===== config.mk =====
export PLATFORM = sky130hd
export DESIGN_NAME = idelay_init_seq
export DESIGN_NICKNAME = d
export VERILOG_FILES = /design/src/rtl/idelay_init_seq.sv
export SDC_FILE = /design/constraint.sdc
export NUM_CORES = 1
export LEC_CHECK = 0
export ABC_AREA = 0
export CORE_MARGIN = 2
export CORE_UTILIZATION = 60
export DETAILED_ROUTE_END_ITERATION = 8
export GPL_ROUTABILITY_DRIVEN = 0
export HOLD_SLACK_MARGIN = 0.12
export PLACE_DENSITY_LB_ADDON = 0.1
export SETUP_SLACK_MARGIN = 0.4
export SYNTH_ARGS = -nofsm -noshare
export SYNTH_HDL_FRONTEND = slang
export SYNTH_SLANG_ARGS = --single-unit

===== constraint.sdc =====
create_clock -name clk -period 4.75 [get_ports clk]
set_input_delay 1.425 -clock clk [delete_from_list [all_inputs] [get_ports clk]]
set_output_delay 1.425 -clock clk [all_outputs]
set_load 0.02 [all_outputs]

===== src/rtl/idelay_init_seq.sv =====
// IDELAYCTRL bring-up sequencer: pulses idelay_rst, waits for ready with timeout/retry, reports ready or fault.
// Optional macro IDELAY_RDY_MONITOR_EN: losing ready while in READY restarts the sequence.
module idelay_init_seq #(
    parameter int RST_CYCLES     = 16,
    parameter int TIMEOUT_CYCLES = 4096,
    parameter int MAX_RETRIES    = 3
) (
    input  logic       clk,
    input  logic       rst,
    input  logic       soft_reinit,
    input  logic       idelay_rdy,
    output logic       idelay_rst,
    output logic       dly_ready,
    output logic       dly_fault,
    output logic [3:0] retry_cnt
);

    typedef enum logic [1:0] {
        PULSE    = 2'd0,
        WAIT_RDY = 2'd1,
        READY    = 2'd2,
        FAULT    = 2'd3
    } state_t;

    localparam logic [15:0] RST_LAST  = 16'(RST_CYCLES - 1);
    localparam logic [15:0] TO_LAST   = 16'(TIMEOUT_CYCLES - 1);
    localparam logic [3:0]  RETRY_MAX = 4'(MAX_RETRIES);

    state_t      state;
    state_t      state_nxt;
    logic [15:0] cnt;
    logic [15:0] cnt_nxt;
    logic [3:0]  retry_nxt;
    logic        rdy_meta;
    logic        rdy_s;

    // idelay_rdy comes from the IDELAYCTRL domain; two flops before any decision uses it.
    always_ff @(posedge clk or posedge rst) begin
        if (rst) begin
            rdy_meta <= 1'b0;
            rdy_s    <= 1'b0;
        end else begin
            rdy_meta <= idelay_rdy;
            rdy_s    <= rdy_meta;
        end
    end

    always_comb begin
        state_nxt = state;
        cnt_nxt   = cnt;
        retry_nxt = retry_cnt;
        if (soft_reinit) begin
            state_nxt = PULSE;
            cnt_nxt   = 16'd0;
            retry_nxt = 4'd0;
        end else begin
            case (state)
                PULSE: begin
                    if (cnt == RST_LAST) begin
                        state_nxt = WAIT_RDY;
                        cnt_nxt   = 16'd0;
                    end else begin
                        cnt_nxt = cnt + 16'd1;
                    end
                end
                WAIT_RDY: begin
                    // A ready arriving on the timeout cycle still counts as success.
                    if (rdy_s) begin
                        state_nxt = READY;
                        cnt_nxt   = 16'd0;
                    end else if (cnt == TO_LAST) begin
                        cnt_nxt = 16'd0;
                        if (retry_cnt < RETRY_MAX) begin
                            state_nxt = PULSE;
                            retry_nxt = (retry_cnt == 4'hF) ? retry_cnt : retry_cnt + 4'd1;
                        end else begin
                            state_nxt = FAULT;
                        end
                    end else begin
                        cnt_nxt = cnt + 16'd1;
                    end
                end
                READY: begin
`ifdef IDELAY_RDY_MONITOR_EN
                    if (!rdy_s) begin
                        state_nxt = PULSE;
                        cnt_nxt   = 16'd0;
                        retry_nxt = 4'd0;
                    end
`endif
                end
                FAULT: begin
                    state_nxt = FAULT;
                end
                default: begin
                    state_nxt = PULSE;
                    cnt_nxt   = 16'd0;
                end
            endcase
        end
    end

    // Outputs are registered from the next state so they change on the same edge as the state.
    always_ff @(posedge clk or posedge rst) begin
        if (rst) begin
            state      <= PULSE;
            cnt        <= 16'd0;
            retry_cnt  <= 4'd0;
            idelay_rst <= 1'b1;
            dly_ready  <= 1'b0;
            dly_fault  <= 1'b0;
        end else begin
            state      <= state_nxt;
            cnt        <= cnt_nxt;
            retry_cnt  <= retry_nxt;
            idelay_rst <= (state_nxt == PULSE);
            dly_ready  <= (state_nxt == READY);
            dly_fault  <= (state_nxt == FAULT);
        end
    end

endmodule


==> metrics <==
Fill cells=169; Worst Setup Start Kind=primary input; post-synthesis sequential area ratio=50.05%; outcome=complete, no violations; buffer and inverter count on the worst path=1; fraction of registers with async set/reset=100.0%; crit-path leading delay family=simple AND/OR/NAND/NOR gates; Post-synth EDFFs=0; area of the core=0.002170 mm²; Rows=17; post-route ant nets=0; Clock H-tree levels=1; DR pass1 iterations=4; CTS buffer count=3; gr ovfl total=0; synthesized area=0.001353 mm²; layout cell share with drive strength beyond 1=5.674%; RSZ-0062 raised after global routing=false; worst setup path class=primary input to flop; Placed Cells=165; Required @ worst endpoint=4.95 ns; hold_buf cts=0; P_leak=0.0006432 µW; Worst-path clk slew=0.14 ns; CP max FO=13; Hold Vio Cnt, Final=0; Root Buffer=clkbuf_4; Final Max Tran Viols=0; CTS tree=built; Layout area overhead=8.696%; Via-to-Cell Ratio=5.686; CP peak stage delay=0.76 ns; Setup Buffers After CTS=0; GRT Util Overall=21.18%; Die Width=51.48 µm; synthesized net count=139; crit path max-delay cell type=clkdlybuf4s50_1; top cell type's share of synthesized area=48.10%; number of global-route vias before repair=940; total wire length=2380 µm; largest net degree at the start of global routing=28; CTS max path bufs=2; CP Capture Type=flop; dominant cell type by area after synthesis=dfrtp_1; top_reg_cell synth=dfrtp_1; diodes inserted=0; WL/cell=14.08 µm; io pins=11; most frequent cell after synthesis=dfrtp_1; Worst Hold Class=flop to flop; initial antenna violation count=0; # Max-Cap Violations=0; Synth cell types=36; iteration-0 DRC count of the detailed router=24; Num Clock Sinks=27; synthesized instance count=133; Avg Cell Area, Syn=10.17 µm²; via total after detailed routing=961; register bit total from synthesis=27; Initial Util=62.34%; chip height=51.48 µm; top cells by count, synth=dfrtp_1, nor2_1, xor2_1; Post-DP HPWL=1715 µm; minimum clock period after layout=3.078 ns; slew margin rel.=35.71%; TNS Setup=0 ns; DRC=0; Syn. warnings=0; first-pass GRT wire length=4209 µm; VDD IR max=0.2268 mV; Power Density=237.3 mW/mm²; post-CTS sizing=0; Die ar.=0.002650 mm²; WP data arrival=3.28 ns; PortBufs=10; fmax=324.9 MHz; Skew-Pair Late Insertion Delay=0.32 ns; Final #Nets=148; worst clock skew=0.002449 ns; Synth area leaders=dfrtp_1, xor2_1, nor2_1; Final Cycle Share=64.80%; Final setup viols=0; critical-path cell list=clkdlybuf4s50_1 -> nor2b_1 -> nor3_1 -> nand3_1 -> xor2_1 -> nor2_1; final std cells w/o fill=169; worst-margin pin slew=0.9633 ns
## final cells by class
type / count / area [µm²] / area share [%]
Inverter: 6 / 22.52 / 1.532
Tap cell: 28 / 35.03 / 2.383
Timing Repair Buffer: 10 / 100.1 / 6.809
Clock buffer: 4 / 26.28 / 1.787
Sequential cell: 27 / 676.9 / 46.04
Multi-Input combinational cell: 94 / 609.3 / 41.45
## stage by stage
step                      total power, µW  hold WS (ns)  setup slack, ns  utilization [%]  area (µm²)
after floorplan                     251.0        0.3312            2.435                -        1353
after global placement              255.7        0.3338            1.394            66.55        1444
after detailed placement            256.4        0.3358            1.306            66.55        1444
after CTS                           352.0        0.3696            1.653            67.76        1470
after global routing                363.0        0.3722            1.455            67.76        1470
final                               348.8        0.3687            1.672            67.76        1470
## cell families after synthesis
logic type,count (synthesis),synth area share [%]
XOR/XNOR,13,8.418
AO/OA/AOI/OAI,20,12.12
multiplexers,1,0.7401
AND/OR/NAND/NOR,58,21.92
buffers and inverters,12,4.903
flip-flops,27,50.05
adder cells (fa/ha/maj),2,1.850
## worst register-to-register path, cell delays in order, from the launching register on
cell      delay, ns
dfrtp_1        0.42
ha_1           0.23
and4b_1        0.24
and2_0         0.37
a21boi_4       0.12
o31ai_4        0.52
nor2_1         0.11
## final timing paths
kind | from | end | slack (ns) | cells after the start
worst max-delay path | soft_reinit | cnt[13] | 1.67 | 6
worst min-delay path | rdy_meta | rdy_s | 0.37 | 0
worst max register to register | cnt[0] | cnt[8] | 2.63 | 6
worst min register to register | rdy_meta | rdy_s | 0.37 | 0
max in group asynchronous | rst | cnt[10] | 2.56 | 2
min in group asynchronous | rst | cnt[9] | 1.61 | 2
## state kept, by name (all words and copies together) (netlist names)
signal,flops
state,2
idelay_rst,1
rdy_s,1
retry_cnt,4
rdy_meta,1
dly_fault,1
cnt,16
dly_ready,1
## routing by layer
metal	wire (µm)	track usage, %	part of all wire [%]	vias to the layer above
li1	-	-	-	482
met1	1148	30.53	48	451
met2	1115	32.91	47	26
met3	97	3.801	4.1	2
met4	19	6.140	0.80	0
met5	0	0	0	-
## where the power goes
part	leakage (µW)	switching, µW	internal (µW)
registers	0.000367	2.88	233
clock network	0.0000150	64.3	32.9
logic	0.000261	10.7	5.26
## cell usage in the layout, fill, tap and decap left out, drive strengths merged, types with 2 or more instances in the layout
cell type      instances
xor2                  12
o31ai                  2
nor2b                  3
and2                   3
nor3                   8
clkbuf                 4
o21ai                  3
clkdlybuf4s50         10
ha                     2
a41oi                  2
nand4                  4
inv                    6
nor2                  15
and3                   4
nor4                   2
nand2                  9
a21oi                  7
dfrtp                 26
nand3                  7
(Power assumes the default switching activity.)
